File: src/rtl/operand_fetch.sv
// Operand fetch stage: single-entry skid-free pipeline register between decode and execute.
// Optional writeback bypass and held-entry snooping enabled with `define OPERAND_BYPASS_EN.
module operand_fetch #(
  parameter int XLEN = 32,
  parameter int AW   = 5
) (
  input  logic            clk,
  input  logic            reset,
  input  logic            in_valid,
  output logic            in_ready,
  input  logic [AW-1:0]   in_rs1,
  input  logic [AW-1:0]   in_rs2,
  input  logic [AW-1:0]   in_rd,
  input  logic [XLEN-1:0] in_imm,
  input  logic [7:0]      in_ctrl,
  output logic [AW-1:0]   rf_rd_addr1,
  output logic [AW-1:0]   rf_rd_addr2,
  input  logic [XLEN-1:0] rf_rd_data1,
  input  logic [XLEN-1:0] rf_rd_data2,
  input  logic            wb_en,
  input  logic [AW-1:0]   wb_addr,
  input  logic [XLEN-1:0] wb_data,
  input  logic            flush,
  output logic            out_valid,
  input  logic            out_ready,
  output logic [XLEN-1:0] out_op1,
  output logic [XLEN-1:0] out_op2,
  output logic [XLEN-1:0] out_imm,
  output logic [AW-1:0]   out_rd,
  output logic [7:0]      out_ctrl,
  output logic [15:0]     stall_cnt
);

  logic            vld_p0;
  logic [XLEN-1:0] op1_p0;
  logic [XLEN-1:0] op2_p0;
  logic [XLEN-1:0] imm_p0;
  logic [AW-1:0]   rd_p0;
  logic [7:0]      ctrl_p0;
  logic [AW-1:0]   rs1_p0;
  logic [AW-1:0]   rs2_p0;
  logic [15:0]     stall_p0;
  logic            capture;
  logic            stall;

  function automatic logic [15:0] sat_inc(input logic [15:0] cnt);
    return (cnt == 16'hFFFF) ? cnt : cnt + 16'd1;
  endfunction

`ifdef OPERAND_BYPASS_EN
  function automatic logic [XLEN-1:0] fetch_operand(input logic [AW-1:0]   rs,
                                                    input logic [XLEN-1:0] rf_data);
    if (rs == '0)
      return '0;
    if (wb_en && (wb_addr == rs))
      return wb_data;
    return rf_data;
  endfunction
`else
  function automatic logic [XLEN-1:0] fetch_operand(input logic [AW-1:0]   rs,
                                                    input logic [XLEN-1:0] rf_data);
    return (rs == '0) ? '0 : rf_data;
  endfunction

  // Writeback port and held source numbers only matter when bypassing is built in.
  logic unused_bypass;
  assign unused_bypass = ^{wb_en, wb_addr, wb_data, rs1_p0, rs2_p0};
`endif

  assign rf_rd_addr1 = in_rs1;
  assign rf_rd_addr2 = in_rs2;
  assign in_ready    = !vld_p0 || out_ready;
  assign capture     = in_valid && in_ready && !flush;
  assign stall       = vld_p0 && !out_ready;

  // Stage p0: held entry presented to execute
  always_ff @(posedge clk or negedge reset) begin
    if (!reset) begin
      vld_p0   <= 1'b0;
      op1_p0   <= '0;
      op2_p0   <= '0;
      imm_p0   <= '0;
      rd_p0    <= '0;
      ctrl_p0  <= '0;
      rs1_p0   <= '0;
      rs2_p0   <= '0;
      stall_p0 <= '0;
    end else begin
      if (flush) begin
        vld_p0 <= 1'b0;
      end else if (capture) begin
        vld_p0  <= 1'b1;
        op1_p0  <= fetch_operand(in_rs1, rf_rd_data1);
        op2_p0  <= fetch_operand(in_rs2, rf_rd_data2);
        imm_p0  <= in_imm;
        rd_p0   <= in_rd;
        ctrl_p0 <= in_ctrl;
        rs1_p0  <= in_rs1;
        rs2_p0  <= in_rs2;
      end else if (vld_p0 && out_ready) begin
        vld_p0 <= 1'b0;
      end
`ifdef OPERAND_BYPASS_EN
      // A stalled entry must not miss a writeback to one of its sources.
      if (stall && !flush) begin
        if (wb_en && (wb_addr == rs1_p0) && (rs1_p0 != '0))
          op1_p0 <= wb_data;
        if (wb_en && (wb_addr == rs2_p0) && (rs2_p0 != '0))
          op2_p0 <= wb_data;
      end
`endif
      if (stall && !flush)
        stall_p0 <= sat_inc(stall_p0);
    end
  end

  assign out_valid = vld_p0;
  assign out_op1   = op1_p0;
  assign out_op2   = op2_p0;
  assign out_imm   = imm_p0;
  assign out_rd    = rd_p0;
  assign out_ctrl  = ctrl_p0;
  assign stall_cnt = stall_p0;

endmodule

File: config.mk
export PLATFORM = sky130hd
export DESIGN_NAME = operand_fetch
export DESIGN_NICKNAME = d
export VERILOG_FILES = /design/src/rtl/operand_fetch.sv
export SDC_FILE = /design/constraint.sdc
export NUM_CORES = 1
export LEC_CHECK = 0
export ABC_AREA = 1
export BUFFER_PORTS_ARGS = -buffer_cell sky130_fd_sc_hd__buf_2
export CORE_ASPECT_RATIO = 0.6
export CORE_MARGIN = 1.5
export CORE_UTILIZATION = 44
export DETAILED_ROUTE_END_ITERATION = 16
export PLACE_DENSITY_LB_ADDON = 0.3
export SYNTH_ARGS = -nofsm -noshare
export SYNTH_HDL_FRONTEND = slang
export SYNTH_SLANG_ARGS = --single-unit
File: constraint.sdc
create_clock -name clk -period 1.9 [get_ports clk]
set_input_delay 0.38 -clock clk [delete_from_list [all_inputs] [get_ports clk]]
set_output_delay 0.38 -clock clk [all_outputs]
set_load 0.005 [all_outputs]
==> impl_metrics.csv, run 1 <==
group,metric,value,unit
run_status,outcome,"complete, no violations",
clock_tree,clk_pin_slew,0.06,ns
grt,grt_pass1_wl,22640,µm
logic_synthesis,syn_area,5321,µm²
worst_setup_path,rr_worst_depth,6,
detailed_routing,wl_per_cell,13.50,µm
worst_setup_path,crit_top_cell,"nand2_1",
place,hpwl,9981,µm
grt,use_met3,5.521,%
die,start_util,46.18,%
sta,slew_headroom,51.90,%
clock_tree,htreeDepth,4,
clock_tree,cts_setup_buffers,0,
flow_run,max-cap-violations,0,
layout,area_delta_synth_final,38.33,%
worst_hold_path,whs_endpoint,"out_ctrl[5]$_DFFE_PN0P_",
worst_hold_path,holdPathStages,3,
worst_setup_path,crit_path_start_kind,"flip-flop",
pwr,power.share.switching,26.24,%
logic_synthesis,synthesis.nets,794,
clock_tree,clockBufferDepth,2,
layout,final_layout_size_suffix_gt1_share,35.50,%
clock_tree,cts-root-buf,"clkbuf_16",
place,io_buffer_count,260,
logic_synthesis,ys_top_cells_by_count,"329 x nand2_1, 126 x dfrtp_1, 75 x nand3_1, 19 x buf_2, 16 x nor2_1",
pwr,ir_drop,617.4,µV
grt,first_global_vias,4449,
sta,finalHoldViolCount,0,
grt,use_met1,32.02,%
worst_setup_path,critPathMaxFanout,71,
sta,clock_skew,0.01165,ns
detailed_routing,vias_per_cell,4.639,
worst_hold_path,hp-start,"in_ctrl[5]",
grt,grt_usage,22.48,%
grt,grt_overflow_total,0,
sta,rsz0062_at_grt,"no",
detailed_routing,route.detailed.drc,0,
clock_tree,cts_tree,"built",
sta,period_minus_slack,1.630,ns
logic_synthesis,synthCells,631,
sta,whs,0.1705,ns
logic_synthesis,async_flop_share,100.0,%
pwr,power.density,1089,nW/µm²
worst_setup_path,endpoint_kind,"flip-flop",
detailed_routing,postRouteAntennaNets,0,
layout,final_util,63.88,%
logic_synthesis,ys_warn_count,0,
layout,fin_cells,1053,
pwr,internal-power,5.911,mW
worst_setup_path,worstPathCellList,"nand2_1, nand3_4, clkinv_2, buf_4, nand3_1, nand2_1",
logic_synthesis,synth.most_common_cell,"nand2_1",
layout,nets,1044,
logic_synthesis,synthFlopType,"dfrtp_1",
place,gp_congestion,0.8541,
sta,worst_pin_slew,0.7215,ns
logic_synthesis,yosysTopAreaCell,"dfrtp_1",
logic_synthesis,yosysSeqAreaShare,59.25,%
pwr,combPwrFrac,15.8,%
die,rows,30,
detailed_routing,firstDrtPassIters,4,
die,coreArea,11520,µm²
die,fp.dieH,88.19,µm
clock_tree,cts_sinks,126,
worst_hold_path,hold_class,"in -> reg",
die,dieArea,12780,µm²
logic_synthesis,synth_edf_count,0,
layout,n_antenna_cell,0,
worst_setup_path,criticalPathCategory,"reg -> reg",
sta,finalSetupViolCount,0,
clock_tree,cts_buffers,17,
worst_setup_path,crit_slowest_cell,"buf_4",
detailed_routing,drt-initial-drc-count,252,
worst_setup_path,max_stage_delay,0.55,ns
worst_setup_path,cp.required,2.23,ns
clock_tree,ctsResizeCount,0,
sta,finalSetupTns,0,ns
logic_synthesis,syn_area_per_cell,8.433,µm²
worst_setup_path,reg2reg_from,"out_valid$_DFFE_PN0P_",
sta,drv_slew,0,
logic_synthesis,ys_ff_latch,126,
pwr,cellLeakagePower,4.248,nW
grt,grt_max_degree,111,
sta,finalCritPeriodShare,85.80,%
pwr,p_clk_share,42.6,%
grt,antenna_found_initial,0,
grt,use_met2,34.15,%
grt,grt-busiest-layer,"met2",
logic_synthesis,netlist_top_cells_area,"dfrtp_1 59%, nand2_1 23%, nand3_1 7.1%",
die,die_w,145.0,µm
sta,max_freq,0.6134,GHz
logic_synthesis,synth.top_cell.area_share,59.25,%
detailed_routing,vias,4885,
detailed_routing,wl,14220,µm
die,ios,299,
pwr,p_sw,2.103,mW
worst_setup_path,regToRegEndpoint,"out_op2[13]$_DFFE_PN0P_",
pwr,p_seq_share,41.5,%
logic_synthesis,ys_types,22,
clock_tree,clkLatencyLatePin,0.40,ns
worst_setup_path,r2r_setup_slack,0.27,ns
clock_tree,postCtsHoldBufs,1,
worst_setup_path,crit_arrival,1.96,ns
place,dp_cells,1021,
==> metal layers <==
| layer | up-vias | part of all wire (%) |
|---|---|---|
| li1 | 2460 | - |
| met1 | 2263 | 48 |
| met2 | 152 | 46 |
| met3 | 10 | 5.2 |
| met4 | 0 | 0.60 |
| met5 | - | 0 |
==> cells by family (layout without fill, tap and decap cells) <==
family          after synthesis  count (layout)  share of synthesized area, %
fa+ha+maj                     1               1                        0.2351
xor+xnor                      5               5                        0.8231
compound gates                5               5                        0.6113
flops                       126             126                         59.25
buf+inv                      56             318                         5.385
simple gates                438             438                         33.69
==> registers in the layout (all words and copies together) (netlist names) <==
| name | count |
|---|---|
| out_imm | 32 |
| out_op1 | 32 |
| out_op2 | 32 |
| stall_cnt | 16 |
| out_ctrl | 8 |
| out_rd | 5 |
| out_valid | 1 |
==> worst max-delay path, delay by kind of cell, from the launching register on <==
| family | cells | cell delay (ns) |
|---|---|---|
| buffers and inverters | 2 | 0.62 |
| DFF | 1 | 0.39 |
| and+or+nand+nor | 4 | 0.53 |
==> cells in the final DEF, fill, tap and decap left out, types with 3 or more instances in the layout <==
cell,instances
nand2_1,329
nand2_2,3
buf_2,259
clkbuf_16,17
bufinv_16,4
buf_12,3
nand3_1,74
clkinv_2,3
clkinvlp_4,4
buf_4,8
xor2_1,3
dfrtp_1,126
nand4_1,4
inv_1,13
nor2_2,5
nor2_1,16
==> how the worst max path moves through the flow <==
stage | start | endpoint | slack (ns) | depth (start not counted)
floorplan | stall_cnt[0]$_DFFE_PN0P_ | stall_cnt[14]$_DFFE_PN0P_ | 0.50 | 9
CTS | out_valid$_DFFE_PN0P_ | out_op2[20]$_DFFE_PN0P_ | 0.28 | 6
global placement | out_ready | out_op2[23]$_DFFE_PN0P_ | 0.22 | 8
detailed placement | out_ready | out_op2[20]$_DFFE_PN0P_ | 0.18 | 8
global route | out_valid$_DFFE_PN0P_ | out_op2[15]$_DFFE_PN0P_ | 0.13 | 6
finish | out_valid$_DFFE_PN0P_ | out_op2[13]$_DFFE_PN0P_ | 0.27 | 6
==> area by class of cell <==
| cell class | count | area, µm² |
|---|---|---|
| clock buffer | 18 | 439.2 |
| clock inverter | 13 | 186.4 |
| tap | 160 | 200.2 |
| inverter | 16 | 61.31 |
| fill | 1007 | 4163 |
| sequential | 126 | 3153 |
| timing repair buffer | 271 | 1426 |
| multi-input combinational | 449 | 1894 |
==> per-stage QoR <==
| step | cell area, µm² | power (mW) | worst slack [ns] |
|---|---|---|---|
| 3_5_place_dp | 6725 | 4.649 | 0.1829 |
| 2_1_floorplan | 5321 | 3.903 | 0.4963 |
| 4_1_cts | 7361 | 8.099 | 0.2842 |
| 6_report | 7361 | 8.014 | 0.2698 |
| 5_1_grt | 7361 | 8.437 | 0.1312 |
| 3_3_place_gp | 6725 | 4.619 | 0.2185 |
==> power by group through the flow <==
stage          sequential (mW)  combinational, mW  clock (mW)
2_1_floorplan             3.40              0.503           0
3_3_place_gp              3.36               1.26           0
3_5_place_dp              3.36               1.29           0
4_1_cts                   3.33               1.29        3.48
5_1_grt                   3.38               1.44        3.61
6_report                  3.33               1.27        3.42
Note: power is estimated with default switching activity, not from simulation.
==> run 2: changes to the inputs <==
--- a/config.mk
+++ b/config.mk
@@ -9,7 +9,7 @@
 export BUFFER_PORTS_ARGS = -buffer_cell sky130_fd_sc_hd__buf_2
 export CORE_ASPECT_RATIO = 0.6
 export CORE_MARGIN = 1.5
-export CORE_UTILIZATION = 44
+export CORE_UTILIZATION = 48
 export DETAILED_ROUTE_END_ITERATION = 16
 export PLACE_DENSITY_LB_ADDON = 0.3
 export SYNTH_ARGS = -nofsm -noshare
==> constraint.sdc (replaced) <==
create_clock -name clk -period 2 [get_ports clk]
set_input_delay 0.4 -clock clk [delete_from_list [all_inputs] [get_ports clk]]
set_output_delay 0.4 -clock clk [all_outputs]
set_load 0.05 [all_outputs]
==> run 2 against run 1 <==
Against the previous run: non-clock buffer count unchanged; critical path type unchanged; via count up 3.8%; global-route usage is 1.8 points higher; worst hold slack improved by 0.020 ns; sequential power shrank 5%; largest cell class unchanged; wire length fell by 2.7%; worst setup slack gained 0.060 ns.
==> impl_metrics.csv, run 2 (synthesis gave the netlist of run 1 again) <==
group,metric,value,unit
worst_setup_path,crit_path_start_kind,"flip-flop",
layout,mostFrequentLayoutCell,"nand2_1",
pwr,power.density,1198,nW/µm²
place,hpwl,9863,µm
worst_setup_path,max_stage_delay,0.44,ns
layout,design_area,7305,µm²
die,fp.dieH,84.56,µm
sta,max_freq,0.5987,GHz
die,die_w,138.9,µm
grt,antenna_found_initial,0,
die,dieArea,11750,µm²
sta,setup_ws,0.3296,ns
sta,clock_skew,0.008166,ns
clock_tree,htreeDepth,4,
sta,finalHoldViolCount,0,
worst_setup_path,cp_num_buf_inv,2,
sta,drv_slew,0,
layout,nets,1044,
detailed_routing,wl,13840,µm
detailed_routing,route.detailed.drc,0,
place,gp_congestion,0.8628,
place,pre_cts_ws,0.3665,ns
worst_setup_path,worstPathCellList,"ha_1, nand3_1, inv_2, nand2_2, nor2_4, nor2_4, inv_2, nand2_1, nand2_1",
detailed_routing,wl_per_cell,13.40,µm
worst_setup_path,crit_arrival,1.95,ns
grt,grt_usage,24.29,%
clock_tree,clkLatencyLatePin,0.40,ns
sta,worst_pin_slew,0.3974,ns
worst_setup_path,crit_family,"simple AND/OR/NAND/NOR gates",
layout,n_antenna_cell,0,
layout,final_layout_size_suffix_gt1_share,35.46,%
sta,rsz0062_at_grt,"no",
die,ios,299,
worst_setup_path,crit_slowest_cell,"dfrtp_1",
place,placed_cell_area,6711,µm²
detailed_routing,drt-initial-drc-count,207,
clock_tree,cts_sinks,126,
clock_tree,cts_tree,"built",
grt,grt_max_degree,76,
layout,fin_cells,1033,
worst_hold_path,hold_class,"in -> reg",
clock_tree,cts-root-buf,"clkbuf_16",
flow_run,max-cap-violations,0,
sta,finalCritPeriodShare,83.52,%
clock_tree,clk_pin_slew,0.06,ns
pwr,cellLeakagePower,4.231,nW
place,io_buffer_count,260,
clock_tree,clockBufferDepth,2,
sta,slew_headroom,73.50,%
layout,final_cell_mix,"329 x nand2_1, 259 x buf_2, 126 x dfrtp_1",
worst_setup_path,r2r_setup_slack,0.33,ns
layout,area_delta_synth_final,37.27,%
sta,finalSetupViolCount,0,
detailed_routing,firstDrtPassIters,5,
sta,period_minus_slack,1.670,ns
grt,first_global_vias,4969,
sta,finalSetupTns,0,ns
run_status,outcome,"complete, no violations",
clock_tree,cts_buffers,17,
grt,grt_pass1_wl,23100,µm
worst_setup_path,criticalPathCategory,"reg -> reg",
place,dp_cells,1000,
detailed_routing,vias,5071,
sta,whs,0.1904,ns
detailed_routing,postRouteAntennaNets,0,
die,coreArea,10670,µm²
worst_setup_path,cp.required,2.28,ns
clock_tree,ctsResizeCount,0,
worst_setup_path,critPathMaxFanout,10,
grt,grt_overflow_total,0,
worst_setup_path,endpoint_kind,"flip-flop",
die,rows,29,
die,start_util,49.88,%
pwr,ir_drop,804.7,µV
detailed_routing,vias_per_cell,4.909,
==> run 2: report_power, final <==
part	switching, mW	internal (mW)
Clock	1.13	1.87
Sequential	0.243	2.93
Combinational	2.00	0.579
==> run 2: routing by layer <==
metal	vias to the layer above	track usage [%]	wire, µm	part of all wire [%]
li1	2461	-	-	-
met1	2361	30.52	5866	42
met2	223	40.55	6597	48
met3	26	6.788	1090	7.9
met4	0	9.186	289	2.1
met5	-	0	0	0
==> run 2: tightest hold or removal path: cells and delay by family <==
family / cells / cell delay (ns)
AND/OR/NAND/NOR: 2 / 0.08
buffers and inverters: 1 / 0.07
==> run 2: final timing paths <==
path	to	cells past startpoint	start
worst max-delay path	stall_cnt[0]$_DFFE_PN0P_	9	stall_cnt[0]$_DFFE_PN0P_
worst min-delay path	out_rd[3]$_DFFE_PN0P_	3	in_rd[3]
worst max register to register	stall_cnt[0]$_DFFE_PN0P_	9	stall_cnt[0]$_DFFE_PN0P_
worst min register to register	out_imm[17]$_DFFE_PN0P_	2	out_imm[17]$_DFFE_PN0P_
max in group asynchronous	out_imm[30]$_DFFE_PN0P_	3	reset
min in group asynchronous	out_ctrl[5]$_DFFE_PN0P_	2	reset
==> run 2: metrics by stage <==
stage / util [%] / total power [mW]
after floorplan: - / 5.057
after global placement: 62.91 / 5.743
after detailed placement: 62.91 / 5.798
after CTS: 68.47 / 8.834
after global routing: 68.47 / 9.153
final: 68.47 / 8.750
==> run 2: area by class of cell <==
class / count / area (µm²)
Fill cell: 863 / 3363
Sequential cell: 126 / 3153
Multi-Input combinational cell: 449 / 1894
Timing Repair Buffer: 271 / 1439
Clock buffer: 19 / 442.9
Tap cell: 139 / 173.9
Clock inverter: 13 / 140.1
Inverter: 16 / 61.31
==> run 2: timing repair <==
item / in CTS / in global routing
hold endpoints to repair: 26 / 0
setup buffers: 0 / 0
endpoints found under the setup margin: 0 / 0
hold buffers: 1 / 0
==> run 3: changes to the inputs <==
--- a/config.mk
+++ b/config.mk
@@ -5,11 +5,11 @@
 export SDC_FILE = /design/constraint.sdc
 export NUM_CORES = 1
 export LEC_CHECK = 0
-export ABC_AREA = 1
+export ABC_AREA = 0
 export BUFFER_PORTS_ARGS = -buffer_cell sky130_fd_sc_hd__buf_2
 export CORE_ASPECT_RATIO = 0.6
 export CORE_MARGIN = 1.5
-export CORE_UTILIZATION = 48
+export CORE_UTILIZATION = 43
 export DETAILED_ROUTE_END_ITERATION = 16
 export PLACE_DENSITY_LB_ADDON = 0.3
 export SYNTH_ARGS = -nofsm -noshare
==> constraint.sdc (replaced) <==
create_clock -name clk -period 1.68 [get_ports clk]
set_input_delay 0.336 -clock clk [delete_from_list [all_inputs] [get_ports clk]]
set_output_delay 0.336 -clock clk [all_outputs]
set_load 0.05 [all_outputs]
==> run 3 against run 2 <==
Against the previous run: count of clock-buffer cells in the layout increased by 1; final cell count decreased by 26%; combinational power increased by 24%; die area increased by 2.2%; sequential power increased by 21%.
==> impl_metrics.csv, run 3 <==
group,metric,value,unit
worst_setup_path,regToRegEndpoint,"out_imm[19]$_DFFE_PN0P_",
logic_synthesis,synthFlopType,"dfrtp_1",
grt,grt_usage,22.06,%
grt,grt_pass1_wl,20480,µm
clock_tree,cts-root-buf,"clkbuf_16",
layout,final_cell_mix,"258 x buf_2, 109 x dfrtp_1, 64 x a22o_1",
logic_synthesis,ys_types,31,
pwr,ir_drop,893.0,µV
worst_hold_path,hp-start,"flush",
die,dieArea,12010,µm²
clock_tree,clkLatencyLatePin,0.40,ns
layout,mostFrequentLayoutCell,"buf_2",
worst_hold_path,hold_class,"in -> reg",
worst_setup_path,crit_path_start_kind,"flip-flop",
grt,first_global_vias,4059,
detailed_routing,vias_per_cell,5.064,
logic_synthesis,ys_ff_latch,126,
die,start_util,45.11,%
worst_setup_path,cp.required,1.34,ns
place,hpwl,9464,µm
grt,antenna_found_initial,0,
logic_synthesis,syn_area,4877,µm²
pwr,cellLeakagePower,3.680,nW
layout,design_area,7101,µm²
sta,max_freq,0.6060,GHz
logic_synthesis,synth.most_common_cell,"dfrtp_1",
worst_hold_path,whs_endpoint,"out_valid$_DFFE_PN0P_",
die,rows,29,
clock_tree,cts_buffers,17,
die,coreArea,10810,µm²
clock_tree,clockBufferDepth,2,
logic_synthesis,syn_area_per_cell,14.69,µm²
worst_setup_path,r2r_setup_slack,0.05,ns
worst_setup_path,max_stage_delay,0.37,ns
sta,clock_skew,0.01044,ns
logic_synthesis,ys_warn_count,0,
layout,final_layout_size_suffix_gt1_share,62.48,%
worst_setup_path,crit_arrival,1.31,ns
die,die_w,140.5,µm
detailed_routing,wl_per_cell,16.88,µm
logic_synthesis,synthesis.nets,495,
worst_setup_path,crit_slowest_cell,"dfrtp_2",
sta,finalSetupViolCount,0,
place,gp_congestion,0.8334,
die,fp.dieH,85.50,µm
logic_synthesis,synthCells,332,
logic_synthesis,synth.top_cell.area_share,64.65,%
worst_hold_path,holdPathStages,2,
pwr,power.density,1484,nW/µm²
grt,grt_overflow_total,0,
sta,finalCritPeriodShare,98.22,%
die,ios,299,
logic_synthesis,netlist_top_cells_area,"dfrtp_1 65%, a22o_1 11%, mux2_2 11%",
clock_tree,cts_tree,"built",
worst_setup_path,rr_worst_depth,5,
worst_setup_path,worstPathCellList,"or2b_4, buf_4, buf_6",
detailed_routing,drt-initial-drc-count,157,
logic_synthesis,yosysTopAreaCell,"dfrtp_1",
worst_setup_path,reg2reg_from,"out_valid$_DFFE_PN0P_",
sta,period_minus_slack,1.650,ns
detailed_routing,wl,12830,µm
place,placed_cell_area,6495,µm²
sta,finalSetupTns,0,ns
grt,grt_max_degree,59,
detailed_routing,vias,3849,
clock_tree,htreeDepth,4,
layout,n_antenna_cell,0,
worst_setup_path,critPathMaxFanout,4,
sta,rsz0062_at_grt,"yes",
sta,drv_slew,0,
detailed_routing,route.detailed.drc,0,
clock_tree,clk_pin_slew,0.05,ns
detailed_routing,postRouteAntennaNets,0,
sta,finalHoldViolCount,0,
worst_setup_path,criticalPathCategory,"reg -> out",
detailed_routing,firstDrtPassIters,4,
logic_synthesis,ys_top_cells_by_count,"126 x dfrtp_1, 64 x a22o_1, 47 x mux2_2, 15 x buf_4, 13 x buf_2",
clock_tree,cts_sinks,126,
logic_synthesis,yosysSeqAreaShare,64.65,%
sta,worst_pin_slew,0.3300,ns
place,io_buffer_count,260,
layout,area_delta_synth_final,45.59,%
logic_synthesis,async_flop_share,100.0,%
flow_run,max-cap-violations,0,
logic_synthesis,synth_edf_count,0,
run_status,outcome,"complete, no violations",
worst_setup_path,endpoint_kind,"output port",
sta,slew_headroom,77.88,%
layout,nets,772,
## run 3: power by group
group          switching (mW)  leakage (nW)  internal, mW
Combinational            2.34          1.87         0.870
Clock                    1.26         0.281          2.24
Sequential              0.303          1.53          3.52
## run 3: layer usage
metal	global-route usage (%)	vias up	part of all wire, %
met4	8.428	0	1.7
met2	36.81	151	49
met1	26.67	1901	42
li1	-	1777	-
met5	0	-	0
met3	7.873	20	7.4
## run 3: through the flow
step | util (%) | hold slack [ns] | setup slack [ns] | instances | power [mW]
floorplan | - | 0.04041 | -0.1034 | 332 | 6.142
global placement | 60.07 | 0.1898 | -0.02741 | 727 | 7.014
detailed placement | 60.07 | 0.1913 | -0.04567 | 727 | 7.079
global route | 65.67 | 0.1351 | -0.009566 | 760 | 10.95
CTS | 65.53 | 0.1090 | 0.01073 | 759 | 10.65
finish | 65.67 | 0.1289 | 0.02994 | 760 | 10.53
## run 3: worst max-delay path by stage
stage | end | slack [ns] | cells past startpoint | start
floorplan | out_ctrl[6]$_DFFE_PN0P_ | -0.10 | 5 | out_valid$_DFFE_PN0P_
global placement | out_imm[6]$_DFFE_PN0P_ | -0.03 | 5 | out_ready
detailed placement | out_imm[2]$_DFFE_PN0P_ | -0.05 | 5 | out_ready
CTS | in_ready | 0.01 | 3 | out_valid$_DFFE_PN0P_
global route | out_op2[6]$_DFFE_PN0P_ | -0.01 | 6 | out_valid$_DFFE_PN0P_
finish | in_ready | 0.03 | 3 | out_valid$_DFFE_PN0P_
## run 3: repair_timing
item,CTS,global route
hold buffers,1,0
setup buffers,0,1
setup endpoints to repair,1,14
gates resized for setup,2,2
hold endpoints to repair,8,0
## run 3: cell type report
cell class / count / area, µm²
Clock inverter: 11 / 117.6
Clock buffer: 20 / 456.7
Fill cell: 841 / 3712
Sequential cell: 126 / 3174
Tap cell: 139 / 173.9
Inverter: 4 / 15.01
Timing Repair Buffer: 286 / 1603
Multi-Input combinational cell: 174 / 1560
## run 3: critical path: cells and delay by family, from the launching register on
kind,cells,cell delay (ns)
buf+inv,2,0.28
simple gates,1,0.27
flops,1,0.37
## run 3: kinds of logic after synthesis
group                    share of synthesized area (%)
AO/OA/AOI/OAI                                    12.80
XOR/XNOR                                         1.616
adder cells (fa/ha/maj)                         0.2565
buffers and inverters                            3.951
flip-flops                                       64.65
multiplexers                                     11.08
AND/OR/NAND/NOR                                  5.644
